$ cat config.mk
export PLATFORM = sky130hd
export DESIGN_NAME = io_input_bank
export DESIGN_NICKNAME = d
export VERILOG_FILES = /design/src/rtl/io_input_bank.sv
export SDC_FILE = /design/constraint.sdc
export NUM_CORES = 1
export LEC_CHECK = 0
export CORE_MARGIN = 5
export CORE_UTILIZATION = 40
export CTS_BUF_LIST = sky130_fd_sc_hd__clkbuf_2 sky130_fd_sc_hd__clkbuf_4 sky130_fd_sc_hd__clkbuf_8
export DETAILED_ROUTE_END_ITERATION = 16
export DONT_BUFFER_PORTS = 1
export GPL_TIMING_DRIVEN = 1
export PLACE_DENSITY = 0.62
export SLEW_MARGIN = 15
export SYNTH_ARGS = -nofsm -noshare
export SYNTH_HDL_FRONTEND = slang
export SYNTH_SLANG_ARGS = --single-unit
$ cat constraint.sdc
create_clock -name io_clk -period 2.3 [get_ports io_clk]
set_clock_uncertainty 0.1 [all_clocks]
set_input_delay 0.23 -clock io_clk [delete_from_list [all_inputs] [get_ports io_clk]]
set_output_delay 0.23 -clock io_clk [all_outputs]
set_load 0.02 [all_outputs]
$ cat src/rtl/io_input_bank.sv
// io_input_bank: memory-mapped bank of NPORTS synchronised input ports.
// Each port passes through a two-flop synchroniser, an optional debounce
// filter and a stable value register. A sticky per-port change flag records
// every accepted value change. The flags are readable as a status word that
// clears on read, and they drive a registered interrupt line.
// Configuration macro: IO_IN_DEBOUNCE_EN. When it is defined, each port is
// debounced over DEBOUNCE_CYCLES stable cycles. When it is undefined, the
// synchronised value is accepted every cycle.
module io_input_bank #(
    parameter int          NPORTS          = 2,
    parameter int          PORT_W          = 4,
    parameter logic [5:0]  BASE_SEL        = 6'b110000,
    parameter int          DEBOUNCE_CYCLES = 4
) (
    input  logic                     io_clk,
    input  logic                     reset,
    input  logic [31:0]              addr,
    input  logic                     io_rd,
    input  logic [NPORTS*PORT_W-1:0] in_port,
    output logic [31:0]              io_read_data,
    output logic                     io_irq
);

    localparam int IW       = NPORTS * PORT_W;
    localparam int BASE_I   = int'(BASE_SEL);
    localparam int STAT_I   = BASE_I + NPORTS;

    // Word select on the CPU data address; only addr[7:2] is decoded.
    logic [31:0] sel_ext;
    logic        status_hit;
    logic        status_clr;
    logic        unused_addr_bits;

    assign sel_ext          = {26'd0, addr[7:2]};
    assign status_hit       = (sel_ext == 32'(STAT_I));
    assign status_clr       = io_rd && status_hit;
    assign unused_addr_bits = ^{addr[31:8], addr[1:0]};

    // Synchroniser, stable value and flag state.
    logic [IW-1:0]     sync1_q, sync1_d;
    logic [IW-1:0]     sync2_q, sync2_d;
    logic [IW-1:0]     port_val_q, port_val_d;
    logic [NPORTS-1:0] chg_pend_q, chg_pend_d;
    logic [NPORTS-1:0] chg_q, chg_d;
    logic              irq_q, irq_d;

    // Two-flop synchroniser on the raw inputs.
    always_comb begin
        sync1_d = in_port;
        sync2_d = sync1_q;
    end

`ifdef IO_IN_DEBOUNCE_EN
    localparam int              CNT_W   = $clog2(DEBOUNCE_CYCLES + 1);
    localparam logic [CNT_W-1:0] CNT_MAX = CNT_W'(DEBOUNCE_CYCLES);
    localparam logic [CNT_W-1:0] CNT_ONE = CNT_W'(1);

    // Previous-cycle copy of sync2 lets a new candidate value restart the count.
    logic [IW-1:0]                 sync2_prev_q, sync2_prev_d;
    logic [NPORTS-1:0][CNT_W-1:0]  cnt_q, cnt_d;
    logic [NPORTS-1:0][CNT_W-1:0]  cnt_inc;

    // Debounce filter: accept a candidate only after it is stable for DEBOUNCE_CYCLES.
    always_comb begin
        sync2_prev_d = sync2_q;
        port_val_d   = port_val_q;
        cnt_d        = cnt_q;
        cnt_inc      = '0;
        for (int i = 0; i < NPORTS; i++) begin
            if (sync2_q[i*PORT_W +: PORT_W] == port_val_q[i*PORT_W +: PORT_W]) begin
                cnt_d[i] = '0;
            end else begin
                if (sync2_q[i*PORT_W +: PORT_W] != sync2_prev_q[i*PORT_W +: PORT_W]) begin
                    cnt_inc[i] = CNT_ONE;
                end else if (cnt_q[i] >= CNT_MAX) begin
                    cnt_inc[i] = CNT_MAX;
                end else begin
                    cnt_inc[i] = cnt_q[i] + CNT_ONE;
                end
                if (cnt_inc[i] == CNT_MAX) begin
                    port_val_d[i*PORT_W +: PORT_W] = sync2_q[i*PORT_W +: PORT_W];
                    cnt_d[i]                       = '0;
                end else begin
                    cnt_d[i] = cnt_inc[i];
                end
            end
        end
    end

    // Debounce counter and previous-sample registers.
    always_ff @(posedge io_clk or posedge reset) begin
        if (reset) begin
            sync2_prev_q <= '0;
            cnt_q        <= '0;
        end else begin
            sync2_prev_q <= sync2_prev_d;
            cnt_q        <= cnt_d;
        end
    end
`else
    localparam int unused_debounce_cycles = DEBOUNCE_CYCLES;

    // Without debounce the synchronised value is accepted every cycle.
    always_comb begin
        port_val_d = sync2_q;
    end
`endif

    // Change detection: an accepted value differing from the old one raises a
    // pending bit that becomes a sticky flag on the following edge. A status
    // read clears the flags it returned, but a flag being set at that edge wins.
    always_comb begin
        chg_pend_d = '0;
        for (int i = 0; i < NPORTS; i++) begin
            chg_pend_d[i] = (port_val_d[i*PORT_W +: PORT_W] != port_val_q[i*PORT_W +: PORT_W]);
        end
        chg_d = (status_clr ? '0 : chg_q) | chg_pend_q;
        irq_d = |chg_q;
    end

    // State registers for the synchroniser, stable values, flags and interrupt.
    always_ff @(posedge io_clk or posedge reset) begin
        if (reset) begin
            sync1_q    <= '0;
            sync2_q    <= '0;
            port_val_q <= '0;
            chg_pend_q <= '0;
            chg_q      <= '0;
            irq_q      <= 1'b0;
        end else begin
            sync1_q    <= sync1_d;
            sync2_q    <= sync2_d;
            port_val_q <= port_val_d;
            chg_pend_q <= chg_pend_d;
            chg_q      <= chg_d;
            irq_q      <= irq_d;
        end
    end

    // Combinational read mux. Unmapped selects return zero, and no latch is
    // needed because every path starts from zero.
    always_comb begin
        io_read_data = '0;
        for (int i = 0; i < NPORTS; i++) begin
            if (sel_ext == 32'(BASE_I + i)) begin
                io_read_data[PORT_W-1:0] = port_val_q[i*PORT_W +: PORT_W];
            end
        end
        if (status_hit) begin
            io_read_data[NPORTS-1:0] = chg_q;
        end
    end

    assign io_irq = irq_q;

endmodule

# Word-level counts from Yosys, hierarchy flattened
# Index checks and enable logic that the tools add are counted.
classes:
  n_eq_ne: 5
  reduce_logical: 2
  mux: 4
  bitwise_logic: 1
op_table:
  columns: ["operator", "count"]
  rows:
  - ["$eq A6 B6 Y1 const B", 3]
  - ["$mux W4", 2]
  - ["$ne A4 B4 Y1", 2]
  - ["$mux W2", 2]
  - ["$or A2 B2 Y2", 1]
  - ["$reduce_or A2 Y1", 1]
  - ["$logic_and A1 B1 Y1", 1]
totals:
  output_inout_bits: 33
  in_bits: 43
  register_bits: 29

# Longest topological paths before layout
depth:
  word_depth: 4
  mapped_depth: 4

# Worst setup path after synthesis
# No wires, ideal clock.
synth_path:
  path_type: "in2out"
  start: "in addr[2]"
  end: "out io_read_data[0]"
  cell_stages: 3
  t_arrival_ns: 1.165
  path_buffers: 1
  path_slack_ns: 0.805
  path_cell_list: "clkbuf_1 -> a211oi_1 -> a211oi_1"
synth_between:
  elab_chain_cells: 4
  word_cells_on_any_way: 6
  cone_classes: "3 x eq/ne; 3 x mux"
synth_rtl:
  columns: ["item", "line_no", "text"]
  rows:
  - ["start, declared", "17", "input logic [31:0] addr,"]
  - ["$eq A6 B6 Y1", "145", "if (sel_ext == 32'(BASE_I + i)) begin"]
  - ["$mux W4 (2 in a row)", "145", null]
  - ["$mux W2 *", "149", "if (status_hit) begin"]
  - ["end, declared", "20", "output logic [31:0] io_read_data,"]
# Every way passes the cells marked *; elsewhere a longest branch is shown, timed or not.

# Worst setup path after layout
layout_path:
  start: "reg port_val_q[0]"
  end: "out io_read_data[0]"
layout_between:
  elab_chain_cells: 3
layout_rtl:
  columns: ["item", "line_no", "text"]
  rows:
  - ["start, declared", "42", "logic [IW-1:0] port_val_q, port_val_d;"]
  - ["start signal, assigned", "133", "port_val_q <= port_val_d;"]
  - ["$mux W4 (2 in a row)", "145", null]
  - ["$mux W2", "149", null]
# No other way between the ends.

==> flow_summary.ini <==
[worst_hold_path]
min_path_cells = 2
hp-class = input port to flop
hp-start = addr[2]

[placement]
placedInstanceArea_um2 = 1100
place.port_buffers = 0
dp.cells = 117
gp_congestion = 0.747
place_hpwl_mm = 1.20

[global_routing]
grt_max_degree = 30
grt_pass1_wl_mm = 2.55
antenna_found_initial = 0
grt_overflow = 0
grt_pass1_vias = 558
grt_use_total_pct = 8.21

[routing]
routedWlPerCell_um = 12.2
drc = 0
drt_iter0_drc = 2
routed.top_layer = met4
vias = 564
wl_met2_um = 704
routed-wl-met3_um = 282
wl_mm = 1.62
postRouteAntennaNets = 0
vias_per_cell = 4.24
wl_met1_um = 626
first_pass_iters = 3

[floorplan]
num_io_pins = 76
die-area_um2 = 4120
fp-row-count = 19
die_x_um = 64.2
die_h_um = 64.2
start_util_pct = 42.2
coreArea_um2 = 2780

[layout]
drive_above_1_share_pct = 8.82
final_area_um2 = 1260
final_common_cell = dfrtp_1
layout_common_cells = dfrtp_1, conb_1, dlygate4sd3_1, xnor2_1, clkbuf_4
syn_to_final_growth_pct = 7.57
insertedDiodeCount = 0
final_cells = 133
fin_nets = 145
fill_cells = 253

[setup_path]
crit_start = port_val_q[0]$_DFF_PP0_
path_class = flop to output pin
path_common_cell = a211oi_1
path_max_fanout = 2
end_kind = output pin
cp_data_arrival_time_ns = 1.50
slowest_stage = a211oi_1
start_kind = flop
critical-path-max-stage-delay_ns = 0.63
reg2reg_depth = 1
worstReg2RegStart = chg_q[0]$_DFF_PP0_
critical_path.cell_chain = nor2b_1, a211oi_1, a211oi_1
required_ns = 1.97

[timing]
period_minus_slack_ns = 1.83
timing.final.crit_share_pct = 79.6
finalHoldViolations = 0
rsz0062_at_grt = no
slew_headroom_pct = 34.1
drv_slew = 0
setup_tns_ns = 0
setup_viol = 0
max_freq_mhz = 546
worstMarginPinSlew_ns = 0.983

[synthesis]
yosysSeqAreaShare_pct = 61.8
synth.avg_cell_area_um2 = 13.3
syn_inst = 88
synth_area_um2 = 1170
synth_seq_cells = 29
synth_cell_types = 17
ys_warn_count = 0

[clock_network]
insertion_delay_ns = 0.31
ctsHoldBuffers = 9
clock_sinks = 29
cts_buffers = 5
cts_buffer_depth = 2
path_clk_slew_ns = 0.08
cts_setup_buffers = 0
cts_tree = yes
cts-resized-gates = 0
h-tree-depth = 2
cts_root_buffer = clkbuf_4

[power]
p_leak_nw = 0.553
power_mw = 1.01
ir_worst_vdd_mv = 0.537
powerDensity_nw_per_um2 = 803

[status]
status = complete, no violations

[job]
drv_cap = 0
[logic make-up after synthesis]
| kind of cell | Yosys count | share of synthesized area [%] |
|---|---|---|
| AOI/OAI and AO/OA | 6 | 3.84 |
| muxes | 2 | 1.71 |
| xor gates and xnor gates | 8 | 5.97 |
| and+or+nand+nor | 12 | 7.78 |
| DFF | 29 | 61.8 |
| buffers and inverters | 30 | 18.5 |
| other | 1 | 0.320 |
[path summary, 6_finish.rpt]
path / endpoint / slack, ns
hold / removal: chg_q[1]$_DFF_PP0_ / 0.08
setup reg to reg: io_irq$_DFF_PP0_ / 1.40
max in group asynchronous: port_val_d[1]$_DFF_PP0_ / 1.28
hold reg to reg: port_val_d[3]$_DFF_PP0_ / 0.25
min in group asynchronous: port_val_d[4]$_DFF_PP0_ / 0.37
setup / recovery: io_read_data[0] / 0.47
[Yosys cell counts]
cell       count  area share [%]
or2_2          1            0.53
nor3_1         2            0.85
mux2i_1        2             1.7
nand4_1        2             1.1
a21o_1         2             1.3
nor2b_1        2             1.1
conb_1         1            0.32
buf_4         28              18
a211oi_1       4             2.6
nand4bb_4      1             2.3
dfrtp_1       29              62
clkbuf_1       1            0.32
xnor2_1        8             6.0
or3_1          1            0.53
nand2_1        1            0.32
inv_1          1            0.32
nand2b_1       2             1.1
[power breakdown]
group	switching, mW	leakage (nW)	total (mW)	internal, mW
sequential	0.0126	0.324	0.545	0.533
combinational	0.0617	0.188	0.0890	0.0273
clock	0.158	0.0410	0.379	0.221
[stage by stage]
stage                     util, %  hold WS [ns]  setup WS (ns)
final                        45.4        0.0807          0.469
after global routing         45.4        0.0705          0.308
after CTS                    45.4        0.0621          0.420
after detailed placement     39.5         0.161          0.788
after global placement       39.5         0.161          0.808
after floorplan                 -         0.161          0.805
[worst max-delay path, delay by kind of cell, from the launching register on]
family	cells	cell delay [ns]
simple gates	1	0.14
flops	1	0.36
compound gates	2	0.70
[state kept, by name, indices dropped and copies added, names as in the netlist]
name        count
io_irq          1
chg_pend_q      2
chg_q           2
port_val_d      8
port_val_q      8
sync1_q         8
[cell type report]
| class | count | area [µm²] | share of cell area [%] |
|---|---|---|---|
| Sequential cell | 29 | 726 | 57.5 |
| Multi-Input combinational cell | 56 | 332 | 26.3 |
| Timing Repair Buffer | 9 | 90.1 | 7.14 |
| Tap cell | 31 | 38.8 | 3.07 |
| Clock buffer | 5 | 37.5 | 2.97 |
| Clock inverter | 2 | 35.0 | 2.78 |
| Inverter | 1 | 3.75 | 0.297 |
[metal layers]
metal,up-vias,track usage (%)
met4,0,3.05
met1,261,9.11
li1,256,-
met5,-,0
met3,2,6.48
met2,45,11.8
(Power assumes the default switching activity.)
